### config.mk
export PLATFORM = sky130hd
export DESIGN_NAME = gpio_clk_gen
export DESIGN_NICKNAME = d
export VERILOG_FILES = /design/src/rtl/gpio_clk_gen.sv
export SDC_FILE = /design/constraint.sdc
export NUM_CORES = 1
export LEC_CHECK = 0
export BUFFER_PORTS_ARGS = -buffer_cell sky130_fd_sc_hd__buf_2
export CORE_AREA = 4 4 221 223
export DETAILED_ROUTE_END_ITERATION = 12
export DIE_AREA = 0 0 225 227
export GPL_TIMING_DRIVEN = 1
export HOLD_SLACK_MARGIN = 0.06
export PLACE_DENSITY = 0.76
export SYNTH_ARGS = -nofsm -noshare
export SYNTH_HDL_FRONTEND = slang
export SYNTH_SLANG_ARGS = --single-unit
### constraint.sdc
create_clock -name clk -period 3.55 [get_ports clk]
set_input_delay 0.5325 -clock clk [delete_from_list [all_inputs] [get_ports clk]]
set_output_delay 0.5325 -clock clk [all_outputs]
set_load 0.02 [all_outputs]
### src/rtl/gpio_clk_gen.sv
// gpio_clk_gen: multi-channel programmable clock divider.
// Each channel divides clk by (P+1) with H high cycles per period and emits
// one-cycle rise/fall strobes. New period/high values are captured into a
// shadow register on load and only become active at a period boundary, when
// the channel is disabled, or on a sync/start restart, so div_clk never glitches.
//
// Handshake note: load and sync are plain one-cycle pulses with no ready path;
// pending tells software that a captured configuration is still waiting.
module gpio_clk_gen #(
  parameter int WIDTH    = 24,
  parameter int CHANNELS = 4
) (
  input  logic                      clk,
  input  logic                      rst_n,
  input  logic [CHANNELS-1:0]       en,
  input  logic [CHANNELS-1:0]       load,
  input  logic [CHANNELS*WIDTH-1:0] period,
  input  logic [CHANNELS*WIDTH-1:0] high,
  input  logic                      sync,
  output logic [CHANNELS-1:0]       div_clk,
  output logic [CHANNELS-1:0]       rise_stb,
  output logic [CHANNELS-1:0]       fall_stb,
  output logic [CHANNELS-1:0]       pending
);

  localparam logic [WIDTH-1:0] ONE = {{(WIDTH-1){1'b0}}, 1'b1};

  for (genvar c = 0; c < CHANNELS; c++) begin : g_ch
    logic [WIDTH-1:0] cnt, p_a, h_a, p_s, h_s;
    logic [WIDTH-1:0] cnt_n, p_a_n, h_a_n, p_s_n, h_s_n;
    logic             run, pend_q, div_q, rise_q, fall_q;
    logic             pend_n, div_n, wrap, restart, apply;

    // Next-state: boundary detection, config application, counter and output.
    always_comb begin
      // run is the registered enable; a 0->1 edge starts a fresh period.
      wrap    = run & en[c] & (cnt == p_a);
      restart = en[c] & (~run | sync | wrap);
      apply   = ~en[c] | restart;
      p_s_n   = p_s;
      h_s_n   = h_s;
      p_a_n   = p_a;
      h_a_n   = h_a;
      pend_n  = pend_q;
      if (load[c]) begin
        p_s_n = period[c*WIDTH +: WIDTH];
        h_s_n = high[c*WIDTH +: WIDTH];
        if (apply) begin
          // Capture and application coincide: use the port values directly.
          p_a_n  = period[c*WIDTH +: WIDTH];
          h_a_n  = high[c*WIDTH +: WIDTH];
          pend_n = 1'b0;
        end else begin
          pend_n = 1'b1;
        end
      end else if (apply && pend_q) begin
        p_a_n  = p_s;
        h_a_n  = h_s;
        pend_n = 1'b0;
      end
      if (!en[c] || restart) begin
        cnt_n = '0;
      end else begin
        cnt_n = cnt + ONE;
      end
      // div_clk tracks the counter it is registered alongside.
      div_n = en[c] & (cnt_n < h_a_n);
    end

    // State registers with asynchronous clear.
    always_ff @(posedge clk or negedge rst_n) begin
      if (!rst_n) begin
        cnt    <= '0;
        p_a    <= '0;
        h_a    <= '0;
        p_s    <= '0;
        h_s    <= '0;
        run    <= 1'b0;
        pend_q <= 1'b0;
        div_q  <= 1'b0;
        rise_q <= 1'b0;
        fall_q <= 1'b0;
      end else begin
        cnt    <= cnt_n;
        p_a    <= p_a_n;
        h_a    <= h_a_n;
        p_s    <= p_s_n;
        h_s    <= h_s_n;
        run    <= en[c];
        pend_q <= pend_n;
        div_q  <= div_n;
        rise_q <= div_n & ~div_q;
        fall_q <= ~div_n & div_q;
      end
    end

    assign div_clk[c]  = div_q;
    assign rise_stb[c] = rise_q;
    assign fall_stb[c] = fall_q;
    assign pending[c]  = pend_q;
  end

endmodule

==> results_dict.tcl, run 1 <==
set metrics [dict create \
    cts_buffers 53 \
    crit_path_start_kind "flop" \
    relSlewSlack 0.447 \
    htreeDepth 2 \
    antenna_found_initial 0 \
    min_from "en[0]" \
    drv_slew 0 \
    dp_hpwl_um 45100 \
    critPathKind "reg -> reg" \
    overflow 0 \
    ctsRootBufferMaster "clkbuf_16" \
    clk_path_buf_depth 3 \
    r2r-end "g_ch[1].rise_q$_DFF_PN0_" \
    globalRouteMet1Util 0.335 \
    drc_errors 0 \
    swShare 0.264 \
    fin_nets 2972 \
    hold_path.class "in -> reg" \
    pre_cts_ws_ns -0.562 \
    drive_above_1_share 0.388 \
    avgSynthCellArea_um2 11.6 \
    required_ns 4.08 \
    grt_max_degree 90 \
    netSwitchingPower_mw 3.85 \
    worstMarginPinSlew_ns 0.829 \
    dieWidth_um 225 \
    combPwrFrac 0.156 \
    dr.first_iter.drc_count 1567 \
    io_buffers 218 \
    layout_common_cells "dfrtp_1 (500), buf_4 (321), buf_2 (219)" \
    grtUsageTotal 0.250 \
    async_reset_ff_frac 1.00 \
    yosys_warnings 0 \
    cts_tree "yes" \
    area_delta_synth_final_pct 27.6 \
    cts_sinks 500 \
    leakage_nw 14.2 \
    initial_core_util 0.540 \
    power.internal_mw 10.7 \
    final_common_cell "dfrtp_1" \
    pin_count 219 \
    clock_skew_ns 0.0140 \
    grt_pass1_wl_um 105000 \
    min_to "g_ch[0].run$_DFF_PN0_" \
    p_seq_frac 0.456 \
    synth_seq_area_share 0.497 \
    reg2reg_slack_ns -0.38 \
    status "finished with violations" \
    cp_max_fo 4 \
    fmax_ghz 0.255 \
    drt_wl_total_um 66500 \
    insertion_delay_ns 0.60 \
    setup_violations 11 \
    worst_ep_arrival_time_ns 4.45 \
    place_congestion 0.898 \
    core_mm2 0.0466 \
    synth_cell_types 63 \
    end_kind "flop" \
    synthFlopType "dfrtp_1" \
    route.detailed.wl_per_inst_um 20.0 \
    total_power_mw 14.6 \
    crit_start "g_ch[1].p_a[5]$_DFFE_PN0P_" \
    viasPerCell 5.97 \
    grt_pass1_vias 20289 \
    drv_cap 0 \
    path_clk_slew_ns 0.06 \
    rr_startpoint "g_ch[1].p_a[5]$_DFFE_PN0P_" \
    rr_worst_depth 16 \
    grt_use_met2 0.425 \
    synth_cells 2177 \
    rsz0062_at_grt "yes" \
    num_antenna_cells 0 \
    dieHeight_um 227 \
    synth_edf_count 0 \
    synth_seq_cells 500 \
    num_rows 79 \
    hold_viol_final 0 \
    p_per_area_mw_per_mm2 455 \
    violations "setup timing" \
    clock_power_share 0.388 \
    top_usage_layer "met2" \
    dieArea_mm2 0.0511 \
    utilization 0.689 \
    grt_use_met3 0.0429 \
    hold_path_depth 1 \
    synth_nets 2476 \
    vias 19838 \
    first_pass_iters 5 \
    syn_area_mm2 0.0252 \
    ir_worst_vdd_mv 0.524 \
    ant_nets 0 \
    finalWorstSetupSlack_ns -0.376 \
    fin_crit_sh 1.11 \
    period_minus_slack_ns 3.93 \
]
==> critical path, stage by stage, from the launching register on <==
cell	delay, ns
dfrtp_1	0.41
xor2_1	0.17
nor4_2	0.38
nand3_2	0.17
o21ai_4	0.28
buf_2	0.23
nand3_1	0.11
a21oi_2	0.22
a221oi_2	0.05
ha_1	0.31
nand2_1	0.10
nor4_1	0.05
a2111oi_0	0.40
o21ai_1	0.14
o221a_2	0.27
a2111oi_4	0.36
nor2b_2	0.21
==> flip-flops by register name, summed over array words and instances (netlist names) <==
signal,flops
g_ch.cnt,96
g_ch.div_q,4
g_ch.fall_q,4
g_ch.h_a,96
g_ch.h_s,96
g_ch.p_a,96
g_ch.p_s,96
g_ch.pend_q,4
g_ch.rise_q,4
g_ch.run,4
==> power groups by stage <==
stage	combinational (mW)	clock [mW]	sequential [mW]
finish	2.27	5.66	6.65
global route	2.48	5.99	6.72
CTS	2.17	5.75	6.64
detailed placement	2.01	0	6.73
global placement	1.92	0	6.69
floorplan	1.30	0	6.61
==> logic make-up after synthesis <==
group | Yosys count | share of synthesized area
and+or+nand+nor | 544 | 0.111
adders and majority gates | 96 | 0.0478
muxes | 290 | 0.130
xor gates and xnor gates | 173 | 0.0602
AOI/OAI and AO/OA | 408 | 0.123
buffers and inverters | 166 | 0.0308
DFF | 500 | 0.497
==> routing by layer <==
layer	wire length, um	share of wire
met5	0	0
met1	28100	0.42
met2	32700	0.49
met3	3720	0.056
met4	2040	0.031
==> layout make-up <==
cell class                      instances  area, um^2
Fill cell                            3208       14500
Sequential cell                       500       12500
Clock buffer                           79        1600
Tap cell                              607         759
Clock inverter                         17         180
Timing Repair Buffer                  579        4180
Multi-Input combinational cell       1514       12800
Inverter                               25        93.8
==> per-stage QoR <==
| step | cells | area [um^2] | TNS (ns) | hold slack, ns |
|---|---|---|---|---|
| floorplan | 2177 | 25200 | 0 | 0.237 |
| global placement | 3160 | 28800 | -2.76 | 0.428 |
| detailed placement | 3160 | 28800 | -3.99 | 0.429 |
| CTS | 3304 | 31600 | -1.79 | 0.105 |
| global route | 3321 | 32100 | -4.20 | 0.108 |
| finish | 3321 | 32100 | -1.99 | 0.140 |
==> cell usage after synthesis, types with 10 or more instances <==
library cell,instances,share of area
inv_1,24,0.0036
dfrtp_1,500,0.50
nand2b_1,72,0.018
or3_1,13,0.0032
nand4_1,40,0.0099
o21ai_0,25,0.0050
nor2_1,130,0.019
mux2_2,208,0.093
mux2_1,80,0.036
a221o_1,94,0.037
nor3_1,10,0.0020
a21o_1,19,0.0057
clkbuf_1,51,0.0076
buf_4,25,0.0075
a21oi_1,120,0.024
xnor2_1,88,0.031
a211oi_1,10,0.0030
buf_1,24,0.0036
nand3_1,125,0.025
buf_2,40,0.0080
and3_1,22,0.0055
nand2_1,75,0.011
a221oi_1,93,0.032
nor4_1,14,0.0035
xor2_1,85,0.030
ha_1,96,0.048
and2_1,12,0.0030
==> what timing repair did <==
item | CTS | global route
endpoints found under the hold margin | 73 | 0
endpoints found under the setup margin | 12 | 12
gates resized for setup | 113 | 83
buffers inserted | 40 | 16
pin swaps | 60 | 61
gates cloned | 8 | 1
hold buffers | 1 | 0
==> worst max path at each step <==
stage	depth (start not counted)	endpoint
detailed placement	16	g_ch[1].rise_q$_DFF_PN0_
floorplan	15	g_ch[0].fall_q$_DFF_PN0_
global route	16	g_ch[1].rise_q$_DFF_PN0_
global placement	16	g_ch[1].rise_q$_DFF_PN0_
CTS	17	g_ch[1].rise_q$_DFF_PN0_
finish	16	g_ch[1].rise_q$_DFF_PN0_
No activity file was read; power rests on OpenSTA's default activity.
==> run 2: changes to the inputs <==
Settings changed: GPL_TIMING_DRIVEN 1 to 0, PLACE_DENSITY 0.76 to 0.79.
==> results_dict.tcl, run 2 (synthesis gave the netlist of run 1 again) <==
set metrics [dict create \
    violations "setup timing" \
    fmax_ghz 0.249 \
    drc_errors 0 \
    grt_pass1_vias 20280 \
    setup_violations 12 \
    clock_power_share 0.393 \
    crit_start "g_ch[2].p_a[8]$_DFFE_PN0P_" \
    period_minus_slack_ns 4.02 \
    initial_core_util 0.540 \
    finalWorstSetupSlack_ns -0.471 \
    worstMarginPinSlew_ns 0.870 \
    p_per_area_mw_per_mm2 471 \
    power.internal_mw 10.8 \
    hold_path.class "in -> reg" \
    hold_viol_final 0 \
    holdWs_ns 0.112 \
    dieWidth_um 225 \
    io_buffers 218 \
    rsz0062_at_grt "yes" \
    swShare 0.266 \
    viasPerCell 6.17 \
    num_rows 79 \
    dr.first_iter.drc_count 1642 \
    crit_end "g_ch[2].fall_q$_DFF_PN0_" \
    grtUsageTotal 0.257 \
    grt_pass1_wl_um 107000 \
    vias 19929 \
    fin_nets 2875 \
    antenna_found_initial 7 \
    insertion_delay_ns 0.60 \
    drt_wl_total_um 68400 \
    grt_max_degree 121 \
    ant_nets 0 \
    end_kind "flop" \
    area_delta_synth_final_pct 24.5 \
    place_congestion 0.901 \
    combPwrFrac 0.155 \
    dieArea_mm2 0.0511 \
    clk_path_buf_depth 3 \
    pre_cts_ws_ns -1.09 \
    cp_max_fo 10 \
    cts_tree "yes" \
    drv_slew 0 \
    path_clk_slew_ns 0.06 \
    cts_sinks 500 \
    reg2reg_slack_ns -0.47 \
    final_common_cell "dfrtp_1" \
    pin_count 219 \
    critPathKind "reg -> reg" \
    leakage_nw 13.5 \
    p_seq_frac 0.452 \
    cts_buffers 53 \
    rr_worst_depth 15 \
    dp_hpwl_um 46200 \
    fin_crit_sh 1.13 \
    first_pass_iters 5 \
    netSwitchingPower_mw 3.92 \
    r2r-end "g_ch[2].fall_q$_DFF_PN0_" \
    rr_startpoint "g_ch[2].p_a[8]$_DFFE_PN0P_" \
    drive_above_1_share 0.353 \
    ir_worst_vdd_mv 0.564 \
    overflow 0 \
    status "finished with violations" \
    ctsRootBufferMaster "clkbuf_16" \
    core_mm2 0.0466 \
    required_ns 4.02 \
    htreeDepth 2 \
    worst_ep_arrival_time_ns 4.50 \
    relSlewSlack 0.420 \
    route.detailed.wl_per_inst_um 21.2 \
    dieHeight_um 227 \
    clock_skew_ns 0.0164 \
    layout_common_cells "dfrtp_1 (480), buf_2 (230), mux2_2 (208)" \
    drv_cap 0 \
    crit_path_start_kind "flop" \
]
==> run 2: cell count changes in the layout (fill, tap and decap cells not counted), sizes merged, moves of 2 or more <==
cell | previous run | this run
dlygate4sd3 | 1 | 3
bufinv | 3 | 6
clkbuf | 80 | 119
clkinvlp | 5 | 9
diode | 0 | 3
buf | 576 | 433
==> run 2: area by class of cell <==
cell class	count	area, um^2
Clock buffer	72	1520
Sequential cell	500	12500
Fill cell	3191	15200
Buffer	132	911
Timing Repair Buffer	353	2310
Multi-Input combinational cell	1511	12900
Clock inverter	25	305
Tap cell	607	759
Antenna cell	3	7.51
Inverter	25	93.8
==> run 2: routing by layer <==
metal  up-vias  part of all wire  GRT usage
met5         -           0.00082          0
met4        10             0.033     0.0917
met3       180             0.066     0.0458
met2       862              0.50      0.440
met1     10040              0.40      0.332
li1       8837                 -          -
==> run 2: how the worst min path moves through the flow <==
stage	startpoint	end	slack (ns)	cells after the start
after detailed placement	g_ch[1].div_q$_DFF_PN0_	g_ch[1].rise_q$_DFF_PN0_	0.44	1
after CTS	en[3]	g_ch[3].run$_DFF_PN0_	0.07	1
after global routing	en[3]	g_ch[3].run$_DFF_PN0_	0.08	1
after floorplan	rst_n	g_ch[0].cnt[0]$_DFF_PN0_	0.24	0
final	en[3]	g_ch[3].run$_DFF_PN0_	0.11	1
after global placement	g_ch[3].div_q$_DFF_PN0_	g_ch[3].rise_q$_DFF_PN0_	0.43	1
==> run 2: power groups by stage <==
stage / Clock (mW) / Combinational, mW / Sequential [mW]
5_1_grt: 6.12 / 2.48 / 6.72
4_1_cts: 5.88 / 2.17 / 6.64
2_1_floorplan: 0 / 1.30 / 6.61
3_5_place_dp: 0 / 1.93 / 6.72
3_3_place_gp: 0 / 1.83 / 6.69
6_report: 5.80 / 2.28 / 6.66
==> run 2: worst max-delay path, cell delays in order (launching register included) <==
cell and delay, ns:
dfrtp_1 0.42, xnor2_2 0.18, nand4_1 0.17, nor4_4 0.43, buf_4 0.18, a21oi_2 0.07, clkbuf_2 0.26, a221oi_1 0.50
ha_1 0.33, nand4_1 0.11, a21oi_2 0.06, a221o_1 0.34, a21oi_1 0.15, o41ai_1 0.08, or3b_4 0.41, o21a_1 0.18
==> run 2: timing repair <==
| item | in CTS | in global routing |
|---|---|---|
| gates cloned | 4 | 0 |
| buffers inserted | 85 | 40 |
| endpoints found under the hold margin | 45 | 0 |
| pin swaps | 97 | 70 |
| gates resized for setup | 223 | 76 |
| setup endpoints to repair | 12 | 12 |
| hold buffers | 3 | 0 |
==> run 2: through the flow <==
stage | std cells | total power [mW] | setup TNS, ns | utilization | cell area [um^2]
floorplan | 2177 | 7.90 | 0 | - | 25200
CTS | 3187 | 14.7 | -2.37 | 0.659 | 30700
finish | 3228 | 14.7 | -3.66 | 0.673 | 31300
global route | 3227 | 15.3 | -5.52 | 0.673 | 31300
detailed placement | 3006 | 8.65 | -10.61 | 0.584 | 27200
global placement | 3002 | 8.52 | -3968.19 | 0.581 | 27100
